[src/rtl/axis_arb_pkg.sv]
// Shared types and helpers for the packet arbiter: FSM state encoding and
// the index-width helper that keeps single-port builds at a 1-bit id.
package axis_arb_pkg;

    typedef enum logic [0:0] {
        IDLE = 1'b0,
        XFER = 1'b1
    } arb_state_t;

    function automatic int clog2_min1(input int n);
        return (n > 1) ? $clog2(n) : 1;
    endfunction

endpackage

[src/rtl/axis_pkt_arbiter_if.sv]
// Bundle of the arbiter's stream signals: NUM_PORTS packed slave streams in,
// one master stream out, plus the busy status flag.
interface axis_pkt_arbiter_if #(
    parameter int NUM_PORTS  = 4,
    parameter int DATA_WIDTH = 32,
    parameter int KEEP_WIDTH = 4,
    parameter int ID_WIDTH   = axis_arb_pkg::clog2_min1(NUM_PORTS)
);
    logic [NUM_PORTS-1:0]            s_axis_tvalid;
    logic [NUM_PORTS*DATA_WIDTH-1:0] s_axis_tdata;
    logic [NUM_PORTS*KEEP_WIDTH-1:0] s_axis_tkeep;
    logic [NUM_PORTS-1:0]            s_axis_tlast;
    logic [NUM_PORTS-1:0]            s_axis_tready;
    logic                            m_axis_tvalid;
    logic [DATA_WIDTH-1:0]           m_axis_tdata;
    logic [KEEP_WIDTH-1:0]           m_axis_tkeep;
    logic                            m_axis_tlast;
    logic [ID_WIDTH-1:0]             m_axis_tid;
    logic                            m_axis_tready;
    logic                            busy;

    // Arbiter side: consumes the slave streams, drives the merged stream.
    modport master (
        input  s_axis_tvalid, s_axis_tdata, s_axis_tkeep, s_axis_tlast, m_axis_tready,
        output s_axis_tready, m_axis_tvalid, m_axis_tdata, m_axis_tkeep, m_axis_tlast,
        output m_axis_tid, busy
    );

    // Environment side: upstream FIFOs and downstream consumer.
    modport slave (
        output s_axis_tvalid, s_axis_tdata, s_axis_tkeep, s_axis_tlast, m_axis_tready,
        input  s_axis_tready, m_axis_tvalid, m_axis_tdata, m_axis_tkeep, m_axis_tlast,
        input  m_axis_tid, busy
    );
endinterface

[src/rtl/axis_rr_select.sv]
// Combinational grant picker. Round-robin starting after last_grant by default;
// defining AXIS_PKT_ARB_FIXED_PRIO_EN switches to lowest-index-wins priority.
module axis_rr_select #(
    parameter int NUM_PORTS = 4,
    parameter int ID_WIDTH  = axis_arb_pkg::clog2_min1(NUM_PORTS)
) (
    input  logic [NUM_PORTS-1:0] req,
    input  logic [ID_WIDTH-1:0]  last_grant,
    output logic [ID_WIDTH-1:0]  grant,
    output logic                 any_req
);

    assign any_req = |req;

`ifdef AXIS_PKT_ARB_FIXED_PRIO_EN
    logic unused_last_grant;
    assign unused_last_grant = ^last_grant;

    always_comb begin
        grant = '0;
        for (int i = NUM_PORTS - 1; i >= 0; i--) begin
            if (req[i]) grant = ID_WIDTH'(i);
        end
    end
`else
    logic [ID_WIDTH-1:0] rot_idx;

    // Walk the rotation backwards so the candidate closest after last_grant wins.
    always_comb begin
        grant   = '0;
        rot_idx = '0;
        for (int i = NUM_PORTS; i >= 1; i--) begin
            rot_idx = ID_WIDTH'((int'(last_grant) + i) % NUM_PORTS);
            if (req[rot_idx]) grant = rot_idx;
        end
    end
`endif

endmodule

[src/rtl/axis_pkt_arbiter.sv]
// Packet-locked arbiter/mux merging NUM_PORTS AXI-Stream inputs into one
// registered output; m_axis_tid carries the source port of each beat.
module axis_pkt_arbiter
    import axis_arb_pkg::*;
#(
    parameter int NUM_PORTS  = 4,
    parameter int DATA_WIDTH = 32,
    parameter int KEEP_WIDTH = 4,
    parameter int ID_WIDTH   = clog2_min1(NUM_PORTS)
) (
    input  logic               s_axis_aclk,
    input  logic               s_axis_aresetn,
    axis_pkt_arbiter_if.master bus
);

    arb_state_t            state_q, state_d;
    logic [ID_WIDTH-1:0]   grant_q, grant_d;
    logic [ID_WIDTH-1:0]   last_grant_q, last_grant_d;
    logic [ID_WIDTH-1:0]   sel_grant;
    logic                  any_req;
    logic                  m_valid_q, m_valid_d;
    logic [DATA_WIDTH-1:0] m_data_q, m_data_d;
    logic [KEEP_WIDTH-1:0] m_keep_q, m_keep_d;
    logic                  m_last_q, m_last_d;
    logic [ID_WIDTH-1:0]   m_id_q, m_id_d;
    logic                  xfer_ready;
    logic                  accept;

    axis_rr_select #(
        .NUM_PORTS (NUM_PORTS),
        .ID_WIDTH  (ID_WIDTH)
    ) u_select (
        .req        (bus.s_axis_tvalid),
        .last_grant (last_grant_q),
        .grant      (sel_grant),
        .any_req    (any_req)
    );

    // The granted port may push whenever the output register is empty or draining.
    assign xfer_ready = (state_q == XFER) && (!m_valid_q || bus.m_axis_tready);
    assign accept     = xfer_ready && bus.s_axis_tvalid[grant_q];

    generate
        for (genvar gi = 0; gi < NUM_PORTS; gi++) begin : g_ready
            assign bus.s_axis_tready[gi] = xfer_ready && (grant_q == ID_WIDTH'(gi));
        end
    endgenerate

    always_comb begin
        state_d      = state_q;
        grant_d      = grant_q;
        last_grant_d = last_grant_q;
        m_valid_d    = m_valid_q;
        m_data_d     = m_data_q;
        m_keep_d     = m_keep_q;
        m_last_d     = m_last_q;
        m_id_d       = m_id_q;

        case (state_q)
            IDLE: begin
                if (any_req) begin
                    grant_d = sel_grant;
                    state_d = XFER;
                end
            end
            XFER: begin
                if (accept && bus.s_axis_tlast[grant_q]) begin
                    last_grant_d = grant_q;
                    state_d      = IDLE;
                end
            end
            default: state_d = IDLE;
        endcase

        // Output register drains on its own, regardless of arbitration state.
        if (accept) begin
            m_valid_d = 1'b1;
            m_data_d  = bus.s_axis_tdata[int'(grant_q) * DATA_WIDTH +: DATA_WIDTH];
            m_keep_d  = bus.s_axis_tkeep[int'(grant_q) * KEEP_WIDTH +: KEEP_WIDTH];
            m_last_d  = bus.s_axis_tlast[grant_q];
            m_id_d    = grant_q;
        end else if (bus.m_axis_tready) begin
            m_valid_d = 1'b0;
        end
    end

    always_ff @(posedge s_axis_aclk) begin
        if (!s_axis_aresetn) begin
            state_q      <= IDLE;
            grant_q      <= '0;
            last_grant_q <= ID_WIDTH'(NUM_PORTS - 1);
            m_valid_q    <= 1'b0;
            m_data_q     <= '0;
            m_keep_q     <= '0;
            m_last_q     <= 1'b0;
            m_id_q       <= '0;
        end else begin
            state_q      <= state_d;
            grant_q      <= grant_d;
            last_grant_q <= last_grant_d;
            m_valid_q    <= m_valid_d;
            m_data_q     <= m_data_d;
            m_keep_q     <= m_keep_d;
            m_last_q     <= m_last_d;
            m_id_q       <= m_id_d;
        end
    end

    assign bus.m_axis_tvalid = m_valid_q;
    assign bus.m_axis_tdata  = m_data_q;
    assign bus.m_axis_tkeep  = m_keep_q;
    assign bus.m_axis_tlast  = m_last_q;
    assign bus.m_axis_tid    = m_id_q;
    assign bus.busy          = (state_q == XFER);

endmodule

[src/flat_wrapper.sv]
// flat-port wrapper written by rule: the top's interface ports become plain ports
module axis_pkt_arbiter_flat import axis_arb_pkg::*;
#(
    parameter int NUM_PORTS  = 4,
    parameter int DATA_WIDTH = 32,
    parameter int KEEP_WIDTH = 4,
    parameter int ID_WIDTH   = clog2_min1(NUM_PORTS)
)
  (s_axis_aclk, s_axis_aresetn, bus_s_axis_tvalid, bus_s_axis_tdata, bus_s_axis_tkeep, bus_s_axis_tlast, bus_m_axis_tready, bus_s_axis_tready, bus_m_axis_tvalid, bus_m_axis_tdata, bus_m_axis_tkeep, bus_m_axis_tlast, bus_m_axis_tid, bus_busy);
  axis_pkt_arbiter_if #(.NUM_PORTS(NUM_PORTS), .DATA_WIDTH(DATA_WIDTH), .KEEP_WIDTH(KEEP_WIDTH), .ID_WIDTH(ID_WIDTH)) bus_i ();
  input  logic s_axis_aclk;
  input  logic s_axis_aresetn;
  input wire logic [$bits(bus_i.s_axis_tvalid)-1:0] bus_s_axis_tvalid;
  input wire logic [$bits(bus_i.s_axis_tdata)-1:0] bus_s_axis_tdata;
  input wire logic [$bits(bus_i.s_axis_tkeep)-1:0] bus_s_axis_tkeep;
  input wire logic [$bits(bus_i.s_axis_tlast)-1:0] bus_s_axis_tlast;
  input wire logic [$bits(bus_i.m_axis_tready)-1:0] bus_m_axis_tready;
  output wire logic [$bits(bus_i.s_axis_tready)-1:0] bus_s_axis_tready;
  output wire logic [$bits(bus_i.m_axis_tvalid)-1:0] bus_m_axis_tvalid;
  output wire logic [$bits(bus_i.m_axis_tdata)-1:0] bus_m_axis_tdata;
  output wire logic [$bits(bus_i.m_axis_tkeep)-1:0] bus_m_axis_tkeep;
  output wire logic [$bits(bus_i.m_axis_tlast)-1:0] bus_m_axis_tlast;
  output wire logic [$bits(bus_i.m_axis_tid)-1:0] bus_m_axis_tid;
  output wire logic [$bits(bus_i.busy)-1:0] bus_busy;
  assign bus_i.s_axis_tvalid = bus_s_axis_tvalid;
  assign bus_i.s_axis_tdata = bus_s_axis_tdata;
  assign bus_i.s_axis_tkeep = bus_s_axis_tkeep;
  assign bus_i.s_axis_tlast = bus_s_axis_tlast;
  assign bus_i.m_axis_tready = bus_m_axis_tready;
  assign bus_s_axis_tready = bus_i.s_axis_tready;
  assign bus_m_axis_tvalid = bus_i.m_axis_tvalid;
  assign bus_m_axis_tdata = bus_i.m_axis_tdata;
  assign bus_m_axis_tkeep = bus_i.m_axis_tkeep;
  assign bus_m_axis_tlast = bus_i.m_axis_tlast;
  assign bus_m_axis_tid = bus_i.m_axis_tid;
  assign bus_busy = bus_i.busy;
  axis_pkt_arbiter #(.NUM_PORTS(NUM_PORTS), .DATA_WIDTH(DATA_WIDTH), .KEEP_WIDTH(KEEP_WIDTH), .ID_WIDTH(ID_WIDTH)) u_core (.s_axis_aclk(s_axis_aclk), .s_axis_aresetn(s_axis_aresetn), .bus(bus_i));
endmodule
[config.mk]
export PLATFORM = sky130hd
export DESIGN_NAME = axis_pkt_arbiter_flat
export DESIGN_NICKNAME = d
export VERILOG_FILES = /design/src/rtl/axis_arb_pkg.sv /design/src/rtl/axis_pkt_arbiter_if.sv /design/src/rtl/axis_rr_select.sv /design/src/rtl/axis_pkt_arbiter.sv /design/src/flat_wrapper.sv
export SDC_FILE = /design/constraint.sdc
export NUM_CORES = 1
export LEC_CHECK = 0
export CORE_ASPECT_RATIO = 0.9
export CORE_MARGIN = 3
export CORE_UTILIZATION = 37
export DETAILED_ROUTE_END_ITERATION = 12
export PLACE_DENSITY = 0.81
export SLEW_MARGIN = 20
export SYNTH_ARGS = -nofsm -noshare
export SYNTH_HDL_FRONTEND = slang
export SYNTH_HIERARCHICAL = 1
export SYNTH_SLANG_ARGS = --single-unit
export TNS_END_PERCENT = 5
[constraint.sdc]
create_clock -name s_axis_aclk -period 2.96 [get_ports s_axis_aclk]
set_input_delay 0.888 -clock s_axis_aclk [delete_from_list [all_inputs] [get_ports s_axis_aclk]]
set_output_delay 0.888 -clock s_axis_aclk [all_outputs]
set_load 0.1 [all_outputs]
==> flow_summary.yaml, run 1 <==
timing:
  slew_headroom_pct: 48.8
  finalSetupViolCount: 0
  worst_slack_ns: 0.0572
  worst_pin_slew_ns: 0.768
  slew_viol_final: 0
  fmax_mhz: 344
  hold_viol_final: 0
  final.period_utilization_pct: 98.1
  rsz0062_at_grt: "no"
  finClkSkew_ns: 0.00956
  fin_crit_ns: 2.90
floorplan:
  die_area_um2: 9660
  start_util_pct: 38.5
  fp.coreArea_um2: 8180
  rows: 31
  die_y_um: 93.6
  boundaryPins: 200
  die_w_um: 103
route:
  num_vias: 3313
  drt-total-wl_mm: 9.99
  antenna_left: 0
  drc_errors: 0
  wire_per_inst_um: 16.4
  via_per_inst: 5.45
  drt_pass1_iterations: 5
  drtIter0Drc: 133
clock_tree:
  clk_path_buf_depth: 2
  htreeDepth: 2
  root_buffer: "clkbuf_8"
  path_clk_slew_ns: 0.08
  cts_made_buffers: 5
  hold_buffers: 0
  cts_sinks: 45
  cts_tree: "yes"
  cts_setup_buffers: 0
  insertion_delay_ns: 0.29
  cts-resized-gates: 0
job:
  max-cap-violations: 0
worst_setup_path:
  start_kind: "input pin"
  path_max_fanout: 4
  worstPathRequired_ns: 2.07
  endpoint_kind: "primary output"
  cp.arrival_ns: 2.01
  crit_type: "in2out"
grt:
  grt_pass1_wl_mm: 15.5
  antenna_found_initial: 0
  grt_max_degree: 82
  gr-usage-all-layers_pct: 20.3
  overflow: 0
  grt_pass1_vias: 3232
cells_and_area:
  final_common_cell: "clkdlybuf4s50_1"
  layout.nets: 647
  diodes: 0
  final_cells: 608
  drive_gt1_share_pct: 22.1
  multi_input_area_um2: 1940
  post-route-util_pct: 64.0
  n_fill_cell: 676
  final_cell_mix: "154 x clkdlybuf4s50_1, 48 x buf_4, 43 x inv_1, 42 x dfxtp_1, 40 x a21oi_1"
  syn_to_final_growth_pct: 66.1
  regArea_um2: 910
pwr:
  p_per_area_nw_per_um2: 397
  p_leak_nw: 1.86
  ir_worst_vdd_uv: 189
yosys:
  synth_cells: 318
  syn-num-nets: 473
  ys_seq_area_share_pct: 28.6
  yosys-top-cells-area: "dfxtp_1 29%, mux4_2 27%, a31o_1 10%"
  synth_top_area_share_pct: 28.6
  yosysWarnings: 6
  synth_top_area_cell: "dfxtp_1"
  syn_area_um2: 3150
  syn_avg_cell_area_um2: 9.91
  ys_ff_latch: 45
  ys_types: 30
min_path:
  hp-class: "reg2reg"
placed_design:
  port_buffers: 199
  post-dp-hpwl_mm: 7.82
  dp.cells: 600
  dp_slack_ns: 0.0567
  place_congestion: 0.753
run_status:
  status: "completed"
metal layers:
metal | vias to the layer above | track usage [%] | wire length, um
met5 | - | 0 | 0
met3 | 10 | 4.77 | 798
met4 | 0 | 4.96 | 158
li1 | 1563 | - | -
met1 | 1589 | 23.5 | 3540
met2 | 151 | 37.3 | 5490
cell usage after synthesis, drive strengths merged:
cell type   n
dfxtp      45
inv        43
a21oi      41
mux4       38
a31o       37
nand4      37
clkbuf     25
buf        15
nor2        5
nand2       4
nand2b      4
a31oi       3
and4        3
mux2        3
mux2i       3
o221ai      3
nor3b       2
o21a        2
and2b       1
nand3       1
nor2b       1
nor3        1
o21ai       1
path summary, 6_finish.rpt:
| path | from | endpoint | slack [ns] | cells after the start |
|---|---|---|---|---|
| setup / recovery | bus_m_axis_tready | bus_s_axis_tready[1] | 0.06 | 5 |
| hold / removal | u_core/bus.m_axis_tdata[0]$_SDFFE_PN0P_ | u_core/bus.m_axis_tdata[0]$_SDFFE_PN0P_ | 0.53 | 3 |
| setup reg to reg | u_core/grant_q[1]$_SDFFE_PN0P_ | u_core/last_grant_q[0]$_SDFFE_PN1P_ | 0.60 | 5 |
| hold reg to reg | u_core/bus.m_axis_tdata[0]$_SDFFE_PN0P_ | u_core/bus.m_axis_tdata[0]$_SDFFE_PN0P_ | 0.53 | 3 |
layout make-up:
cell class / count / area share, %
inverter: 43 / 3.08
tap: 115 / 2.75
multi-input combinational: 190 / 37.0
timing repair buffer: 207 / 38.2
clock inverter: 2 / 0.191
clock buffer: 6 / 1.39
sequential: 45 / 17.4
where the power goes:
group / switching [W] / internal [W]
Clock: 0.000196 / 0.000164
Sequential: 0.0000536 / 0.000653
Combinational: 0.000577 / 0.000433
Total: 0.000826 / 0.00125
stage by stage:
stage               instance area (um2)  setup TNS (ns)  total power, W  hold WS (ns)
floorplan                          3240          -0.376         0.00140         0.509
global placement                   5150               0         0.00172         0.517
detailed placement                 5150               0         0.00174         0.520
CTS                                5240               0         0.00210         0.534
global route                       5240               0         0.00218         0.565
finish                             5240               0         0.00208         0.535
sequential cells by signal (all words and copies together), names as in the netlist:
register                  count
u_core/bus.m_axis_tdata      32
u_core/bus.m_axis_tkeep       4
u_core/bus.m_axis_tid         2
u_core/grant_q                2
u_core/last_grant_q           2
u_core/bus.busy               1
u_core/bus.m_axis_tlast       1
u_core/bus.m_axis_tvalid      1
logic make-up after synthesis:
kind of cell           count (synthesis)  synth area share (%)
AO/OA/AOI/OAI                         87                  19.2
buffers and inverters                 83                  11.8
AND/OR/NAND/NOR                       59                  11.3
flip-flops                            45                  28.6
multiplexers                          44                  29.2
worst max-delay path: stages:
cell and delay [ns]:
clkdlybuf4s50_1 0.46, nand2b_4 0.18, nand2_8 0.08, nor3b_4 0.21, buf_12 0.20
(Power assumes the default switching activity.)
==> run 2, diff against run 1 <==
SETUP_SLACK_MARGIN = 0.05   (was unset)
==> run 2 against run 1 <==
Against the previous run:
- non-clock buffer count increased by 1
- combinational power about the same
- worst hold slack about the same
- largest power group unchanged
- count of clock-buffer cells in the layout unchanged
- first-iteration DRC count increased by 4.5%
- highest routed layer unchanged
- cell count increased by 0.16%
- cell area increased by 0.19%
- clock power about the same
- global-route usage unchanged
- setup slack improved by 0.36 ns
- flip-flop and latch count unchanged
- via count decreased by 0.63%
==> flow_summary.yaml, run 2 (synthesized netlist as in run 1, its figures left out) <==
run_status:
  status: "completed"
cells_and_area:
  regArea_um2: 910
  layout.nets: 648
  drive_gt1_share_pct: 22.3
  stdcell_area_um2: 5250
  syn_to_final_growth_pct: 66.5
  final_cell_mix: "153 x clkdlybuf4s50_1, 49 x buf_4, 43 x inv_1, 42 x dfxtp_1, 40 x a21oi_1"
  diodes: 0
  multi_input_area_um2: 1940
  final_cells: 609
  n_fill_cell: 673
  largest_reg_flops: 32
  final_common_cell: "clkdlybuf4s50_1"
clock_tree:
  root_buffer: "clkbuf_8"
  cts_made_buffers: 5
  htreeDepth: 2
  cts_sinks: 45
  insertion_delay_ns: 0.29
  path_clk_slew_ns: 0.08
  cts_tree: "yes"
  clk_path_buf_depth: 2
worst_setup_path:
  path_max_fanout: 3
  endpoint_kind: "primary output"
  start_kind: "input pin"
  r2r_setup_slack_ns: 0.59
  worstPathRequired_ns: 2.07
  cp.arrival_ns: 1.66
  crit_type: "in2out"
floorplan:
  die_area_um2: 9660
  fp.coreArea_um2: 8180
  die_w_um: 103
  boundaryPins: 200
  die_y_um: 93.6
  rows: 31
  start_util_pct: 38.5
grt:
  grt_pass1_vias: 3232
  antenna_found_initial: 0
  gr-usage-all-layers_pct: 20.3
  grt_pass1_wl_mm: 15.5
  grt_max_degree: 82
  overflow: 0
job:
  max-cap-violations: 0
timing:
  fin_crit_ns: 2.55
  rsz0062_at_grt: "no"
  fmax_mhz: 393
  slew_viol_final: 0
  slew_headroom_pct: 48.9
  finalSetupViolCount: 0
  worst_pin_slew_ns: 0.767
  final.period_utilization_pct: 86.1
  worst_slack_ns: 0.412
  hold_viol_final: 0
  finClkSkew_ns: 0.00683
pwr:
  p_sw_w: 0.000831
  p_per_area_nw_per_um2: 397
  power.share.clock_pct: 17.4
  ir_worst_vdd_uv: 190
  seqPwrFrac_pct: 34.0
  power.internal_w: 0.00125
  combPwrFrac_pct: 48.6
  power_w: 0.00208
  p_sw_share_pct: 39.9
  p_leak_nw: 1.87
route:
  antenna_left: 0
  num_vias: 3292
  drt-total-wl_mm: 10.0
  drt_pass1_iterations: 4
  via_per_inst: 5.41
  drtIter0Drc: 139
  drc_errors: 0
  wire_per_inst_um: 16.5
placed_design:
  post-dp-hpwl_mm: 7.82
  dp_slack_ns: 0.0567
  dp.cells: 600
  port_buffers: 199
  post_dp_cell_area_um2: 5150
  place_congestion: 0.753
min_path:
  hp-class: "reg2reg"
## run 2: through the flow
step / TNS [ns] / util, % / hold slack, ns
final: 0 / 64.1 / 0.535
after global routing: 0 / 64.1 / 0.565
after CTS: 0 / 64.0 / 0.534
after detailed placement: 0 / 63.0 / 0.520
after global placement: 0 / 63.0 / 0.517
after floorplan: -0.376 / - / 0.509
## run 2: timing repair
action | in CTS | in global routing
buffers inserted | 0 | 1
gates resized for setup | 0 | 1
endpoints found under the setup margin | 0 | 2
hold buffers | 0 | 0
## run 2: layer usage
metal	up-vias	global-route usage, %	share of wire (%)
li1	1567	-	-
met1	1575	23.5	36
met2	138	37.3	55
met3	12	4.77	7.5
met4	0	4.96	1.6
met5	-	0	0
## run 2: path summary, 6_finish.rpt
kind | from | to | cells after the start
worst max-delay path | bus_m_axis_tready | bus_s_axis_tready[1] | 5
worst min register to register | u_core/bus.m_axis_tdata[0]$_SDFFE_PN0P_ | u_core/bus.m_axis_tdata[0]$_SDFFE_PN0P_ | 3
worst max register to register | u_core/grant_q[1]$_SDFFE_PN0P_ | u_core/last_grant_q[0]$_SDFFE_PN1P_ | 5
worst min-delay path | u_core/bus.m_axis_tdata[0]$_SDFFE_PN0P_ | u_core/bus.m_axis_tdata[0]$_SDFFE_PN0P_ | 3
## run 2: cell type report
cell class / instances / share of cell area, %
clock inverter: 2 / 0.191
timing repair buffer: 208 / 38.3
sequential: 45 / 17.3
tap: 115 / 2.74
multi-input combinational: 190 / 36.9
clock buffer: 6 / 1.38
inverter: 43 / 3.08
## run 2: critical path, cell delays in order
cell,delay (ns)
dlymetal6s2s_1,0.09
nand2b_4,0.17
nand2_8,0.07
nor3b_4,0.23
buf_12,0.20
## run 2: power by group through the flow
stage	sequential [W]	combinational [W]	clock, W
4_1_cts	0.000709	0.00102	0.000377
3_3_place_gp	0.000719	0.000997	0
6_report	0.000707	0.00101	0.000363
2_1_floorplan	0.00100	0.000402	0
5_1_grt	0.000717	0.00107	0.000399
3_5_place_dp	0.000723	0.00101	0
==> RTL edit 1 (config.mk and constraints of run 2) <==
`NUM_PORTS` is set to 4 in 4 places; all go to 5.
--- a/src/rtl/axis_pkt_arbiter_if.sv
+++ b/src/rtl/axis_pkt_arbiter_if.sv
@@ -3,3 +3,3 @@
 interface axis_pkt_arbiter_if #(
-    parameter int NUM_PORTS  = 4,
+    parameter int NUM_PORTS  = 5,
     parameter int DATA_WIDTH = 32,
--- a/src/rtl/axis_rr_select.sv
+++ b/src/rtl/axis_rr_select.sv
@@ -3,3 +3,3 @@
 module axis_rr_select #(
-    parameter int NUM_PORTS = 4,
+    parameter int NUM_PORTS = 5,
     parameter int ID_WIDTH  = axis_arb_pkg::clog2_min1(NUM_PORTS)
--- a/src/rtl/axis_pkt_arbiter.sv
+++ b/src/rtl/axis_pkt_arbiter.sv
@@ -5,3 +5,3 @@
 #(
-    parameter int NUM_PORTS  = 4,
+    parameter int NUM_PORTS  = 5,
     parameter int DATA_WIDTH = 32,
--- a/src/flat_wrapper.sv
+++ b/src/flat_wrapper.sv
@@ -3,3 +3,3 @@
 #(
-    parameter int NUM_PORTS  = 4,
+    parameter int NUM_PORTS  = 5,
     parameter int DATA_WIDTH = 32,
Interface: changed (6 resized); port bits go from 200 to 240. The function was not compared with the original's and may differ.
==> RTL edit 1 against run 2 <==
  * The run now ends with setup timing left
  * Worst hold slack lost 35 ps
  * Sequential cell count grew 3
  * First-iteration DRC count grew to 2.9 times the old value
  * Area after synthesis grew 52%
  * Worst setup slack lost 840 ps
  * Synthesized cell count grew 59%
  * Cell area grew 55%
  * Fmax shrank 25%
  * Non-clock buffer count grew 113
  * Critical path depth grew 15
  * Combinational power grew to 4.5 times the old value
  * Total power grew to 3.0 times the old value
  * Register-to-register slack lost 1000 ps
  * Wire length grew 86%
  * Critical path type is now flip-flop to flip-flop
  * Largest cell class is now multi-input gates
  * Highest routed layer unchanged
==> RTL edit 1: results (changes against run 2) <==
| Metric | Value |
|---|---|
| Placement-stage cell area | 7805 µm² (was 5154 µm²) |
| Root buffer cell | clkbuf_16 (was clkbuf_8) |
| HPWL after detailed placement | 15,220 µm (was 7818 µm) |
| Cell with the largest stage delay on the worst path | dfxtp_4 (was nor3b_4) |
| Nets | 1,012 (was 648) |
| Clock buffers | 7 (was 6) |
| Met2 usage | 43.09% (was 37.29%) |
| Worst stage delay on the critical path | 380 ps (was 230 ps) |
| DR WL/cell | 19.56 µm (was 16.48 µm) |
| GR Layer Usage met1 | 30.06% (was 23.47%) |
| Status | complete, but fails checks (was finished clean) |
| R2r endpoint | u_core/grant_q[1] (was u_core/last_grant_q[0]) |
| Routed wl met2 | 9520 µm (was 5478 µm) |
| Failing checks | setup timing |
| Worst hold start | u_core/bus.m_axis_tdata[13] (was u_core/bus.m_axis_tdata[0]) |
| Initial antenna violation count | 1 (was 0) |
| Fraction of layout cells with a size suffix above 1 | 30.47% (was 22.27%) |
| Vias/cell | 5.706 (was 5.406) |
| Sw Pwr | 3.100 mW (was 0.8311 mW) |
| Largest net degree at the start of global routing | 39 (was 82) |
| First-pass GRT wire length | 28,410 µm (was 15,530 µm) |
| Fraction of area in multi-input gates | 46.07% (was 36.92%) |
| Setup-failing EPs final | 7 (was 0) |
| Placer Congestion | 0.9379 (was 0.7533) |
| DRT iter0 DRCs | 408 (was 139) |
| Setup CP Type | flip-flop to flip-flop (was input port to output pin) |
| Final setup margin | -431.8 ps (was 412.3 ps) |
| Seq area share | 12.01% (was 17.34%) |
| CP startpoint | u_core/last_grant_q[1] (was bus_m_axis_tready) |
| Gate power share | 73.3% (was 48.6%) |
| # fillers | 961 (was 673) |
| # diodes | 1 (was 0) |
| Hold Path Stages | 1 (was 3) |
| Max FO, Critical Path | 5 (was 3) |
| Complex-gate fraction of the synthesized area | 26.29% (was 19.17%) |
==> RTL edit 1: cell count changes after synthesis, sizes merged, moves of 11 or more <==
cell / delta
a22oi: +38
nand2: +59
nor2: +11
a31o: -35
nand4: -35
inv: -21
ha: +28
o211a: +41
a21oi: -26
nor2b: +11
mux2i: +12
==> RTL edit 1: power groups by stage <==
stage	logic (mW)	registers (mW)	clock network, mW
after floorplan	2.22	2.02	0
after global routing	4.78	1.08	0.639
after global placement	4.30	1.04	0
after detailed placement	4.37	1.06	0
final	4.53	1.05	0.600
after CTS	4.45	1.05	0.614
==> RTL edit 1: stage by stage <==
step	instances	setup TNS (ps)	hold WS [ps]	power [mW]
after floorplan	506	-3814	489.7	4.246
after global placement	941	-1842	483.2	5.340
after detailed placement	941	-2690	486.6	5.430
after CTS	950	-1717	501.6	6.116
after global routing	952	-2011	516.1	6.495
final	952	-1314	499.8	6.176
==> RTL edit 2 (settings of run 2) <==
Made on the original files. `m_data_q` no longer has a reset.
--- a/src/rtl/axis_pkt_arbiter.sv
+++ b/src/rtl/axis_pkt_arbiter.sv
@@ -92,3 +92,2 @@
             m_valid_q    <= 1'b0;
-            m_data_q     <= '0;
             m_keep_q     <= '0;
@@ -101,3 +100,2 @@
             m_valid_q    <= m_valid_d;
-            m_data_q     <= m_data_d;
             m_keep_q     <= m_keep_d;
@@ -106,2 +104,6 @@
         end
+    end
+
+    always_ff @(posedge s_axis_aclk) begin
+        m_data_q <= m_data_d;
     end
Function: differs if s_axis_aresetn is asserted again (counterexample within 4 cycles, from zero or initial values and one cycle with s_axis_aresetn low); with s_axis_aresetn held inactive, the same outputs for 4 cycles.
==> RTL edit 2 against run 2 <==
  * Fmax decreased by 4.2%
  * Synthesized cell count decreased by 48%
  * Via count decreased by 29%
  * Worst setup slack got worse by 110 ps
  * Cell area decreased by 9.1%
  * Global-route usage increased by 0.38 points
  * Utilization increased by 7.2 points
  * Total power increased by 1.9%
  * Wire length decreased by 16%
  * Worst hold slack improved by 1.7 ps
  * Area after synthesis decreased by 18%
  * Critical path depth unchanged
  * Clock power increased by 23%
  * Sequential cell count unchanged
  * Largest cell class unchanged
==> RTL edit 2: results (changes against run 2) <==
| Metric | Value |
|---|---|
| Most used DFF post-synth | edfxtp_1 (was dfxtp_1) |
| Worst hold start | u_core/bus.m_axis_tid[0] (was u_core/bus.m_axis_tdata[0]) |
| Synth area leaders | edfxtp_1 (37%), mux4_2 (33%), dfxtp_1 (10%) (was dfxtp_1 (29%), mux4_2 (27%), a31o_1 (10%)) |
| Met3 wire len | 938 µm (was 748 µm) |
| Skew final | 8.975 ps (was 6.826 ps) |
| Largest net degree at the start of global routing | 32 (was 82) |
| # fillers | 467 (was 673) |
| Vias in the first global route | 2,520 (was 3,232) |
| First-pass GRT wire length | 12,570 µm (was 15,530 µm) |
| Pwr Total | 2.122 mW (was 2.083 mW) |
| DR WL/cell | 18.51 µm (was 16.48 µm) |
| Clk pwr | 0.448 mW (was 0.363 mW) |
| Flop2flop setup slack | 950 ps (was 590 ps) |
| Routed wl met2 | 4212 µm (was 5478 µm) |
| PwrDens | 444.8 nW/µm² (was 397.0 nW/µm²) |
| Commonest cells in the netlist | mux4_2 (38), edfxtp_1 (32), dfxtp_1 (13) (was dfxtp_1 (45), inv_1 (43), a21oi_1 (40)) |
| Gate power share | 41.8% (was 48.6%) |
| Final period util | 89.81% (was 86.07%) |
| Cells after Synth | 166 (was 318) |
| Hold EP | u_core/bus.m_axis_tid[0] (was u_core/bus.m_axis_tdata[0]) |
| Syn Nets | 321 (was 473) |
| Placer Congestion | 0.8027 (was 0.7533) |
| Cell count of the worst reg-to-reg path | 4 (was 5) |
| Worst EP arrival | 1770 ps (was 1660 ps) |
| Final wirelength | 8387 µm (was 10,030 µm) |
| Placement-stage cell area | 4666 µm² (was 5154 µm²) |
| Max_slew headroom | 65.46% (was 48.89%) |
| Status | finished clean (unchanged) |
RTL edit 2: worst max-delay path: stages:
cell,delay [ps]
dlygate4sd2_1,190
nand2b_4,160
nand2_8,80
nor3b_4,240
buf_12,200
RTL edit 2: layout make-up:
class | count | area share [%]
Tap cell | 90 | 2.360
Timing Repair Buffer | 204 | 41.46
Inverter | 12 | 0.9441
Clock buffer | 6 | 1.521
Multi-Input combinational cell | 94 | 27.22
Sequential cell | 45 | 25.78
Clock inverter | 2 | 0.7081
RTL edit 2: repair_timing:
action | in CTS | in global routing
endpoints found under the setup margin | 1 | 0
resized for setup | 1 | 0
hold buffers | 0 | 0
RTL edit 2: cells by family (layout without fill, tap and decap cells):
| family | count (synthesis) | in the layout | synth area share (%) |
|---|---|---|---|
| flops | 45 | 45 | 47.22 |
| mux | 44 | 44 | 35.56 |
| simple gates | 27 | 27 | 6.095 |
| buf+inv | 27 | 224 | 4.789 |
| compound gates | 23 | 23 | 6.338 |
